--- src/rtl/video_timing_pkg.sv ---
// rtl/video_timing_pkg.sv - VGA 640x480 timing constants shared by the GPU timing, sprite and monitor code
//
// Contents:
//   H_* / V_*     line and frame segment lengths, in pixel clocks / lines
//   H_TOTAL       clocks per line (400)
//   V_TOTAL       lines per frame (525)
//   *_SYNC_START/END  inclusive sync-pulse windows
//   X_OFFSET      first hcount of the 256-wide game area
//   GAME_W/GAME_H game area size in game pixels
package video_timing_pkg;

    localparam int H_VISIBLE = 320;
    localparam int H_FP      = 8;
    localparam int H_SYNC    = 48;
    localparam int H_BP      = 24;
    localparam int H_TOTAL   = H_VISIBLE + H_FP + H_SYNC + H_BP;

    localparam int V_VISIBLE = 480;
    localparam int V_FP      = 10;
    localparam int V_SYNC    = 2;
    localparam int V_BP      = 33;
    localparam int V_TOTAL   = V_VISIBLE + V_FP + V_SYNC + V_BP;

    localparam int H_SYNC_START = H_VISIBLE + H_FP;
    localparam int H_SYNC_END   = H_SYNC_START + H_SYNC - 1;
    localparam int V_SYNC_START = V_VISIBLE + V_FP;
    localparam int V_SYNC_END   = V_SYNC_START + V_SYNC - 1;

    localparam int X_OFFSET = 32;
    localparam int GAME_W   = 256;
    localparam int GAME_H   = 240;

    localparam int H_WIDTH = 9;
    localparam int V_WIDTH = 10;

endpackage

--- src/rtl/video_timing_if.sv ---
// rtl/video_timing_if.sv - timing outputs and vblank interrupt bundle between video_timing_m and its consumers
//
// Signals:
//   xp, yp      game-pixel column / row
//   visible     inside the 256x240 game area
//   writable    vertical blank, VRAM writes permitted
//   hsync/vsync active-low sync pulses
//   vblank_irq  level interrupt, set at vblank start
//   irq_clr     one-cycle clear pulse from the CPU side
//   frame       completed-frame count
// Modports: master = timing generator, slave = consumer / CPU side.
interface video_timing_if;

    logic [7:0] xp;
    logic [7:0] yp;
    logic       visible;
    logic       writable;
    logic       hsync;
    logic       vsync;
    logic       vblank_irq;
    logic       irq_clr;
    logic [7:0] frame;

    modport master (
        output xp, yp, visible, writable, hsync, vsync, vblank_irq, frame,
        input  irq_clr
    );

    modport slave (
        input  xp, yp, visible, writable, hsync, vsync, vblank_irq, frame,
        output irq_clr
    );

endinterface

--- src/rtl/video_timing_axis.sv ---
// rtl/video_timing_axis.sv - one timing axis: wrapping counter with registered window flags
//
// Ports:
//   clk, rst    pixel clock, synchronous active-high reset
//   en          advance the counter this cycle
//   count_next  value the counter takes at the coming edge (reset folded in)
//   wrap        counter is at TOTAL-1 and enabled: it returns to 0 at the coming edge
//   in_vis      registered: count within [VIS_START, VIS_END]
//   in_sync     registered: count within [SYNC_START, SYNC_END]
module timing_axis_m #(
    parameter int WIDTH      = 9,
    parameter int TOTAL      = 400,
    parameter int VIS_START  = 0,
    parameter int VIS_END    = 319,
    parameter int SYNC_START = 328,
    parameter int SYNC_END   = 375
) (
    input  logic             clk,
    input  logic             rst,
    input  logic             en,
    output logic [WIDTH-1:0] count_next,
    output logic             wrap,
    output logic             in_vis,
    output logic             in_sync
);

    logic [WIDTH-1:0] count;

    always_comb begin
        wrap = en && (count == WIDTH'(TOTAL - 1));
        if (rst) begin
            count_next = '0;
        end else if (wrap) begin
            count_next = '0;
        end else if (en) begin
            count_next = count + 1'b1;
        end else begin
            count_next = count;
        end
    end

    // Flags are decoded from count_next so that they line up with the
    // counter value held after the same edge (zero latency).
    always_ff @(posedge clk) begin
        count   <= count_next;
        in_vis  <= (int'(count_next) >= VIS_START)  && (int'(count_next) <= VIS_END);
        in_sync <= (int'(count_next) >= SYNC_START) && (int'(count_next) <= SYNC_END);
    end

endmodule

--- src/rtl/video_timing_m.sv ---
// rtl/video_timing_m.sv - free-running VGA timing generator producing 256x240 game coordinates
//
// Ports:
//   clk   pixel clock (12.5875 MHz, two VGA pixels per clock)
//   rst   synchronous active-high reset
//   vif   video_timing_if master: xp, yp, visible, writable, hsync, vsync,
//         vblank_irq, frame out; irq_clr in
module video_timing_m
    import video_timing_pkg::*;
(
    input  logic           clk,
    input  logic           rst,
    video_timing_if.master vif
);

    logic [H_WIDTH-1:0] h_next;
    logic [V_WIDTH-1:0] v_next;
    logic               h_wrap;
    logic               v_wrap;
    logic               h_in_game;
    logic               h_in_sync;
    logic               v_in_vis;
    logic               v_in_sync;

    logic               in_game_col;
    logic               vblank_start;

    logic [7:0]         xp_q;
    logic [7:0]         yp_q;
    logic               writable_q;
    logic               irq_q;
    logic [7:0]         frame_q;

    // Horizontal "visible" window is the centred game columns, not the
    // full 320-clock active line.
    timing_axis_m #(
        .WIDTH      (H_WIDTH),
        .TOTAL      (H_TOTAL),
        .VIS_START  (X_OFFSET),
        .VIS_END    (X_OFFSET + GAME_W - 1),
        .SYNC_START (H_SYNC_START),
        .SYNC_END   (H_SYNC_END)
    ) u_h_axis (
        .clk        (clk),
        .rst        (rst),
        .en         (1'b1),
        .count_next (h_next),
        .wrap       (h_wrap),
        .in_vis     (h_in_game),
        .in_sync    (h_in_sync)
    );

    timing_axis_m #(
        .WIDTH      (V_WIDTH),
        .TOTAL      (V_TOTAL),
        .VIS_START  (0),
        .VIS_END    (V_VISIBLE - 1),
        .SYNC_START (V_SYNC_START),
        .SYNC_END   (V_SYNC_END)
    ) u_v_axis (
        .clk        (clk),
        .rst        (rst),
        .en         (h_wrap),
        .count_next (v_next),
        .wrap       (v_wrap),
        .in_vis     (v_in_vis),
        .in_sync    (v_in_sync)
    );

    always_comb begin
        in_game_col  = (int'(h_next) >= X_OFFSET) && (int'(h_next) < X_OFFSET + GAME_W);
        // v_next is forced to 0 under reset, so no vblank start during reset.
        vblank_start = h_wrap && (v_next == V_WIDTH'(V_VISIBLE));
    end

    always_ff @(posedge clk) begin
        if (rst) begin
            xp_q       <= '0;
            yp_q       <= '0;
            writable_q <= 1'b0;
            irq_q      <= 1'b0;
            frame_q    <= '0;
        end else begin
            xp_q <= in_game_col ? (h_next[7:0] - 8'(X_OFFSET)) : 8'd0;
            yp_q <= (v_next < V_WIDTH'(V_VISIBLE)) ? v_next[8:1] : 8'd0;

            // Blank runs from vblank start until the vertical counter wraps.
            if (vblank_start) begin
                writable_q <= 1'b1;
            end else if (v_wrap) begin
                writable_q <= 1'b0;
            end

            // Set has priority over a coincident clear.
            if (vblank_start) begin
                irq_q   <= 1'b1;
                frame_q <= frame_q + 8'd1;
            end else if (vif.irq_clr) begin
                irq_q <= 1'b0;
            end
        end
    end

    // Sync and visible are gates straight off same-edge flops, so they carry
    // no skew relative to xp/yp.
    assign vif.xp         = xp_q;
    assign vif.yp         = yp_q;
    assign vif.visible    = h_in_game & v_in_vis;
    assign vif.writable   = writable_q;
    assign vif.hsync      = ~h_in_sync;
    assign vif.vsync      = ~v_in_sync;
    assign vif.vblank_irq = irq_q;
    assign vif.frame      = frame_q;

endmodule

--- src/flat_wrapper.sv ---
// flat-port wrapper written by rule: the top's interface ports become plain ports
module video_timing_m_flat import video_timing_pkg::*;
  (clk, rst, vif_xp, vif_yp, vif_visible, vif_writable, vif_hsync, vif_vsync, vif_vblank_irq, vif_frame, vif_irq_clr);
  video_timing_if vif_i ();
  input  logic clk;
  input  logic rst;
  output wire logic [$bits(vif_i.xp)-1:0] vif_xp;
  output wire logic [$bits(vif_i.yp)-1:0] vif_yp;
  output wire logic [$bits(vif_i.visible)-1:0] vif_visible;
  output wire logic [$bits(vif_i.writable)-1:0] vif_writable;
  output wire logic [$bits(vif_i.hsync)-1:0] vif_hsync;
  output wire logic [$bits(vif_i.vsync)-1:0] vif_vsync;
  output wire logic [$bits(vif_i.vblank_irq)-1:0] vif_vblank_irq;
  output wire logic [$bits(vif_i.frame)-1:0] vif_frame;
  input wire logic [$bits(vif_i.irq_clr)-1:0] vif_irq_clr;
  assign vif_xp = vif_i.xp;
  assign vif_yp = vif_i.yp;
  assign vif_visible = vif_i.visible;
  assign vif_writable = vif_i.writable;
  assign vif_hsync = vif_i.hsync;
  assign vif_vsync = vif_i.vsync;
  assign vif_vblank_irq = vif_i.vblank_irq;
  assign vif_frame = vif_i.frame;
  assign vif_i.irq_clr = vif_irq_clr;
  video_timing_m u_core (.clk(clk), .rst(rst), .vif(vif_i));
endmodule
--- config.mk ---
export PLATFORM = sky130hd
export DESIGN_NAME = video_timing_m_flat
export DESIGN_NICKNAME = d
export VERILOG_FILES = /design/src/rtl/video_timing_pkg.sv /design/src/rtl/video_timing_if.sv /design/src/rtl/video_timing_axis.sv /design/src/rtl/video_timing_m.sv /design/src/flat_wrapper.sv
export SDC_FILE = /design/constraint.sdc
export NUM_CORES = 1
export LEC_CHECK = 0
export CORE_MARGIN = 4
export CORE_UTILIZATION = 61
export CTS_BUF_LIST = sky130_fd_sc_hd__clkbuf_4
export CTS_CLUSTER_SIZE = 16
export DETAILED_ROUTE_END_ITERATION = 8
export PLACE_DENSITY_LB_ADDON = 0.12
export SLEW_MARGIN = 20
export SYNTH_ARGS = -nofsm -noshare
export SYNTH_HDL_FRONTEND = slang
export SYNTH_SLANG_ARGS = --single-unit
export TNS_END_PERCENT = 10
--- constraint.sdc ---
create_clock -name clk -period 7.53 [get_ports clk]
set_clock_uncertainty 0.15 [all_clocks]
set_input_delay 1.506 -clock clk [delete_from_list [all_inputs] [get_ports clk]]
set_output_delay 1.506 -clock clk [all_outputs]
set_load 0.01 [all_outputs]
Yosys cells after proc, flatten, opt, wreduce, memory -nomap -nowiden
Cells that the tools add are included.
Word-level totals
  register bits: 49
  logic and storage cells: 51
Cells by class
  mux-type cells: 9
  magnitude comparators: 9
  bitwise logic cells: 5
  reductions and logical operators: 10
  add/subtract/negate cells: 4
  eq/ne operators: 3
Operator list (count)
  $mux 10: 3
  $le 10x9->1 const B: 2
  $le 9x9->1 const B: 2
  $mux 9: 2
  $add 10x1->10 const B: 1
  $eq 10x10->1 const B: 1
  $eq 10x9->1 const B: 1
  $ge 10x9->1 const B: 1
  $lt 10x9->1 const B: 1
  $add 9x1->9 const B: 1
  $eq 9x9->1 const B: 1
  $ge 9x6->1 const B: 1
  $ge 9x9->1 const B: 1
  $lt 9x9->1 const B: 1
  $add 8x1->8 const B: 1
  $sub 8x6->8 const B: 1
  $logic_and 1x1->1: 6
  $mux 1: 4
  $not 1->1: 4
  $reduce_bool 2->1: 2
  $reduce_or 2->1: 2
  $and 1x1->1: 1

Longest topological paths before layout
  depth after elaboration: 7
  gate-level depth with buffers: 11

Hierarchy
From an unflattened synthesis, not the netlist that was laid out.
Unflattened totals
  cells, all modules: 250
  area total of the unflattened synthesis: 2298.5 sq um
Modules (own cells, without submodules)
  video_timing_m: area each 974.7 sq um, cells each 98, instances 1, seq. area each 520.5 sq um
  timing_axis_m (u_core.u_v_axis): area each 676.9 sq um, cells each 75, instances 1, seq. area each 240.2 sq um
  timing_axis_m (u_core.u_h_axis): area each 646.9 sq um, cells each 77, instances 1, seq. area each 220.2 sq um

Least setup slack after synthesis
Ideal clock, no wire load.
  kind: input-to-reg
  start point: input port rst
  end point: register u_core.frame_q[5], in the netlist u_core.vif.frame[5]
  cell stages on the path: 8
  arrival time: 2.791 ns
  slack: 4.520 ns
  buffers on the path: 2
  cell sequence: buf_6 > inv_1 > o21a_1 > a221oi_2 > nand4_2 > buf_6 > or3_1 > a21oi_1
Between the ends
  longest elaborated chain between the ends: 3
Ends and longest elaborated chain
  from (decl): RTL line flat_wrapper.sv:6  | input logic rst;
  $mux 10: RTL line video_timing_axis.sv:31  | if (rst) begin
  $eq 10x9->1: RTL line video_timing_m.sv:73  | vblank_start = h_wrap && (v_next == V_WIDTH'(V_VISIBLE));
  $logic_and 1x1->1: RTL line video_timing_m.sv:73
  to (signal assigned): RTL line video_timing_m.sv:97  | frame_q <= frame_q + 8'd1;
  to (decl): RTL line video_timing_m.sv:32  | logic [7:0] frame_q;
Parallel ways exist; a longest one is shown, timed or not.
A chain may end at the register's enable or synchronous reset.

Worst setup path after layout
  start point: input port rst
  end point: register u_core.frame_q[3], in the netlist u_core.vif.frame[3]
Same word-level chain as after synthesis.

==> results by group <==
Yosys
  – Seq/Total Area, Yosys: 40.69%
  – Synth top area share: 40.69%
  – Post-Syn Area: 0.002411 mm2
  – Cells after Synth: 269
  – Cell variety after synth: 55
  – FF+latch count, synth: 49
  – Synth top area cells: dfxtp_1 41%, xnor2_1 4.0%, nor2_1 3.9%
  – Yosys warning count: 0
  – Largest area contributor in the netlist: dfxtp_1
  – Net Count, Synth: 279
  – Synth Area per Inst: 8.963 um2

Placed design
  – Inst Count DP: 336
  – Placer congestion estimate: 0.9162
  – Port bufs: 31
  – Dpl hpwl: 3476 um

Critical path
  – Cell family with most CP delay: buffers and inverters
  – Required @ worst endpoint: 7.67 ns
  – CP cell instances: clkdlybuf4s50_1, buf_4, inv_1, o21a_1, a221oi_2, nand4_2, or3_2, a21oi_1
  – CP endpoint kind: flop
  – Crit path max fanout: 19
  – Worst path arrival time: 3.64 ns
  – Worst Path Buf+Inv: 3
  – Worst path slowest cell: or3_2
  – Critical path launch point type: input pin
  – Worst Path Class, Setup: in2reg
  – Largest stage delay, worst path: 0.52 ns

Power and ir drop
  – Static Leak: 1.086 nW
  – Final Power: 0.0004042 W
  – Psw: 0.00009128 W
  – Comb power frac: 4.1%
  – Fraction of power consumed by the clock network: 30.4%
  – Switching part of the total: 22.58%
  – P per Cell Area: 147.6 mW/mm2
  – Internal: 0.0003129 W
  – Sequential power share: 65.5%
  – Maximum vdd drop: 0.0001436 V

Clock tree
  – Clock Tree Root: clkbuf_4
  – CTS tree: yes
  – Worst skew pair latency: 0.37 ns
  – Setup Fix Bufs, Post-CTS: 0
  – CTS Sinks: 49
  – Clock buffer depth: 2
  – Clk pin slew, worst setup/hold paths: 0.12 ns
  – CTS buffer count: 5
  – H-tree lvl count: 2
  – Post-cts gate resize count: 0
  – Hold buffer count at CTS: 0

Global route
  – Grt ovf: 0
  – Pin count of the biggest net entering global routing: 20
  – Vias in the first global route: 1868
  – First-pass GRT wire length: 8583 um
  – Initial antenna violation count: 0
  – Total GRT Usage: 21.13%

STA
  – Slew HR: 49.44%
  – Tcrit/Tclk final: 46.45%
  – Final Max Slew Viols: 0
  – Number of failing hold endpoints at the final stage: 0
  – Maximum clock frequency: 0.2859 GHz
  – Minimum clock period: 3.498 ns
  – Final Setup Violations: 0
  – Setup TNS: 0 ns
  – Slew @ Worst Pin: 0.7533 ns
  – RSZ-0062 raised after global routing: no

Floorplanning
  – Die width: 70.87 um
  – IO Count: 32
  – Row count: 22
  – Full die area: 0.005023 mm2
  – Core Footprint: 0.003744 mm2
  – Starting density of the core: 64.41%
  – Die Span Y: 70.87 um

Final layout
  – Final net count: 305
  – Post-route insts no fill: 344
  – Antenna diode count: 0
  – Share of cells above drive strength 1: 8.108%
  – Fillers: 287
  – P&R area growth vs syn: 13.54%

Detailed routing
  – DRT iter0 DRCs: 139
  – DRT antenna net count: 0
  – DR WL/cell: 13.76 um
  – Vias/cell: 5.657
  – Via Count: 1946
  – DR DRC count: 0
  – DR pass1 iterations: 4
  – Post-Route WL: 4732 um

Hold path
  – HP Class: reg2reg

Job
  – Max-cap violations: 0

Run status
  – Status: finished clean
-- final cells by class --
| type | count | area [um2] | area share, % |
|---|---|---|---|
| multi-input cells | 190 | 1255 | 45.84 |
| flip-flops and latches | 49 | 980.9 | 35.83 |
| clock buffers | 7 | 52.55 | 1.920 |
| inverters | 17 | 63.81 | 2.331 |
| clock inverters | 1 | 7.507 | 0.2742 |
| well taps | 48 | 60.06 | 2.194 |
| repair buffers | 32 | 317.8 | 11.61 |
-- layer usage --
metal | wire length [um] | track usage [%] | part of all wire, %
met5 | 0 | 0 | 0
met4 | 80 | 5.637 | 1.7
met3 | 217 | 5.966 | 4.6
met2 | 2218 | 34.60 | 47
met1 | 2216 | 27.38 | 47
-- through the flow --
stage | util, % | hold slack (ns) | setup WS (ns) | cell area (um2)
CTS | 73.13 | 0.3278 | 4.026 | 2738
finish | 73.13 | 0.3232 | 4.032 | 2738
detailed placement | 71.52 | 0.3077 | 3.643 | 2678
floorplan | - | 0.3068 | 4.520 | 2411
global route | 73.13 | 0.3562 | 3.847 | 2738
global placement | 71.52 | 0.2867 | 3.703 | 2678
-- worst paths after layout --
kind	startpoint	end	slack [ns]	depth (start not counted)
setup / recovery	rst	u_core.vif.frame[3]	4.03	8
setup reg to reg	u_core.u_h_axis.count[0]	u_core.vif.frame[3]	4.48	8
hold reg to reg	u_core.vif.vblank_irq	u_core.vif.vblank_irq	0.32	2
hold / removal	u_core.vif.vblank_irq	u_core.vif.vblank_irq	0.32	2
-- power by group through the flow --
stage	Clock [W]	Sequential [W]	Combinational [W]
2_1_floorplan	0	0.000269	0.0000140
3_3_place_gp	0	0.000270	0.0000164
3_5_place_dp	0	0.000270	0.0000167
4_1_cts	0.000127	0.000265	0.0000168
5_1_grt	0.000139	0.000265	0.0000188
6_report	0.000123	0.000265	0.0000166
-- cells in the final DEF, fill, tap and decap left out, types with 3 or more instances in the layout --
master / instances
or3_2: 3
and2_1: 7
clkdlybuf4s50_1: 31
nand3_1: 8
nand2_1: 22
clkbuf_4: 7
and3_1: 6
nor2_1: 25
xnor2_1: 11
a21oi_1: 10
ha_1: 7
mux2i_1: 3
o21a_1: 3
a31oi_1: 4
or3_1: 4
dfxtp_1: 49
o21ai_0: 10
inv_1: 17
nor3_1: 16
nand4_1: 8
xor2_1: 6
-- synthesized netlist by cell type, drive strengths merged --
master	n
a31o	1
o211a	2
nor2	26
a31oi	4
o221ai	1
or2	2
nor3b	1
o21a	3
inv	17
nand4b	2
a311oi	2
dfxtp	49
mux2i	3
ha	7
xnor2	11
nand4	9
and2	7
nand2	23
nor3	16
clkbuf	5
or3	9
a211oi	2
nor4	2
nand2b	1
o21ai	12
and3b	1
a22o	1
nand4bb	2
a21o	1
a21oi	10
and4	1
and3	6
nor2b	1
a221oi	1
or4	1
o31ai	2
buf	8
o211ai	2
xor2	6
a41o	1
nand3	8
-- flip-flops by register name, indices dropped and copies added (netlist names) --
signal,count
u_core.u_v_axis.in_sync,1
u_core.u_h_axis.in_vis,1
u_core.vif.yp,8
u_core.vif.vblank_irq,1
u_core.u_v_axis.in_vis,1
u_core.u_h_axis.in_sync,1
u_core.u_v_axis.count,10
u_core.vif.frame,8
u_core.u_h_axis.count,9
u_core.vif.xp,8
u_core.vif.writable,1
-- worst reg2reg max path, delay by kind of cell (launching register included) --
kind	cells	cell delay, ns
simple gates	5	1.47
fa+ha+maj	1	0.31
flops	1	0.45
compound gates	2	0.62
-- cells by family after synthesis --
family                   count (synthesis)  synth area share, %
AO/OA/AOI/OAI                           45                12.61
flip-flops                              49                40.68
XOR/XNOR                                17                6.175
adder cells (fa/ha/maj)                  7                3.632
multiplexers                             3                1.246
buffers and inverters                   30                7.265
AND/OR/NAND/NOR                        118                28.39
Note: power is estimated with default switching activity, not from simulation.
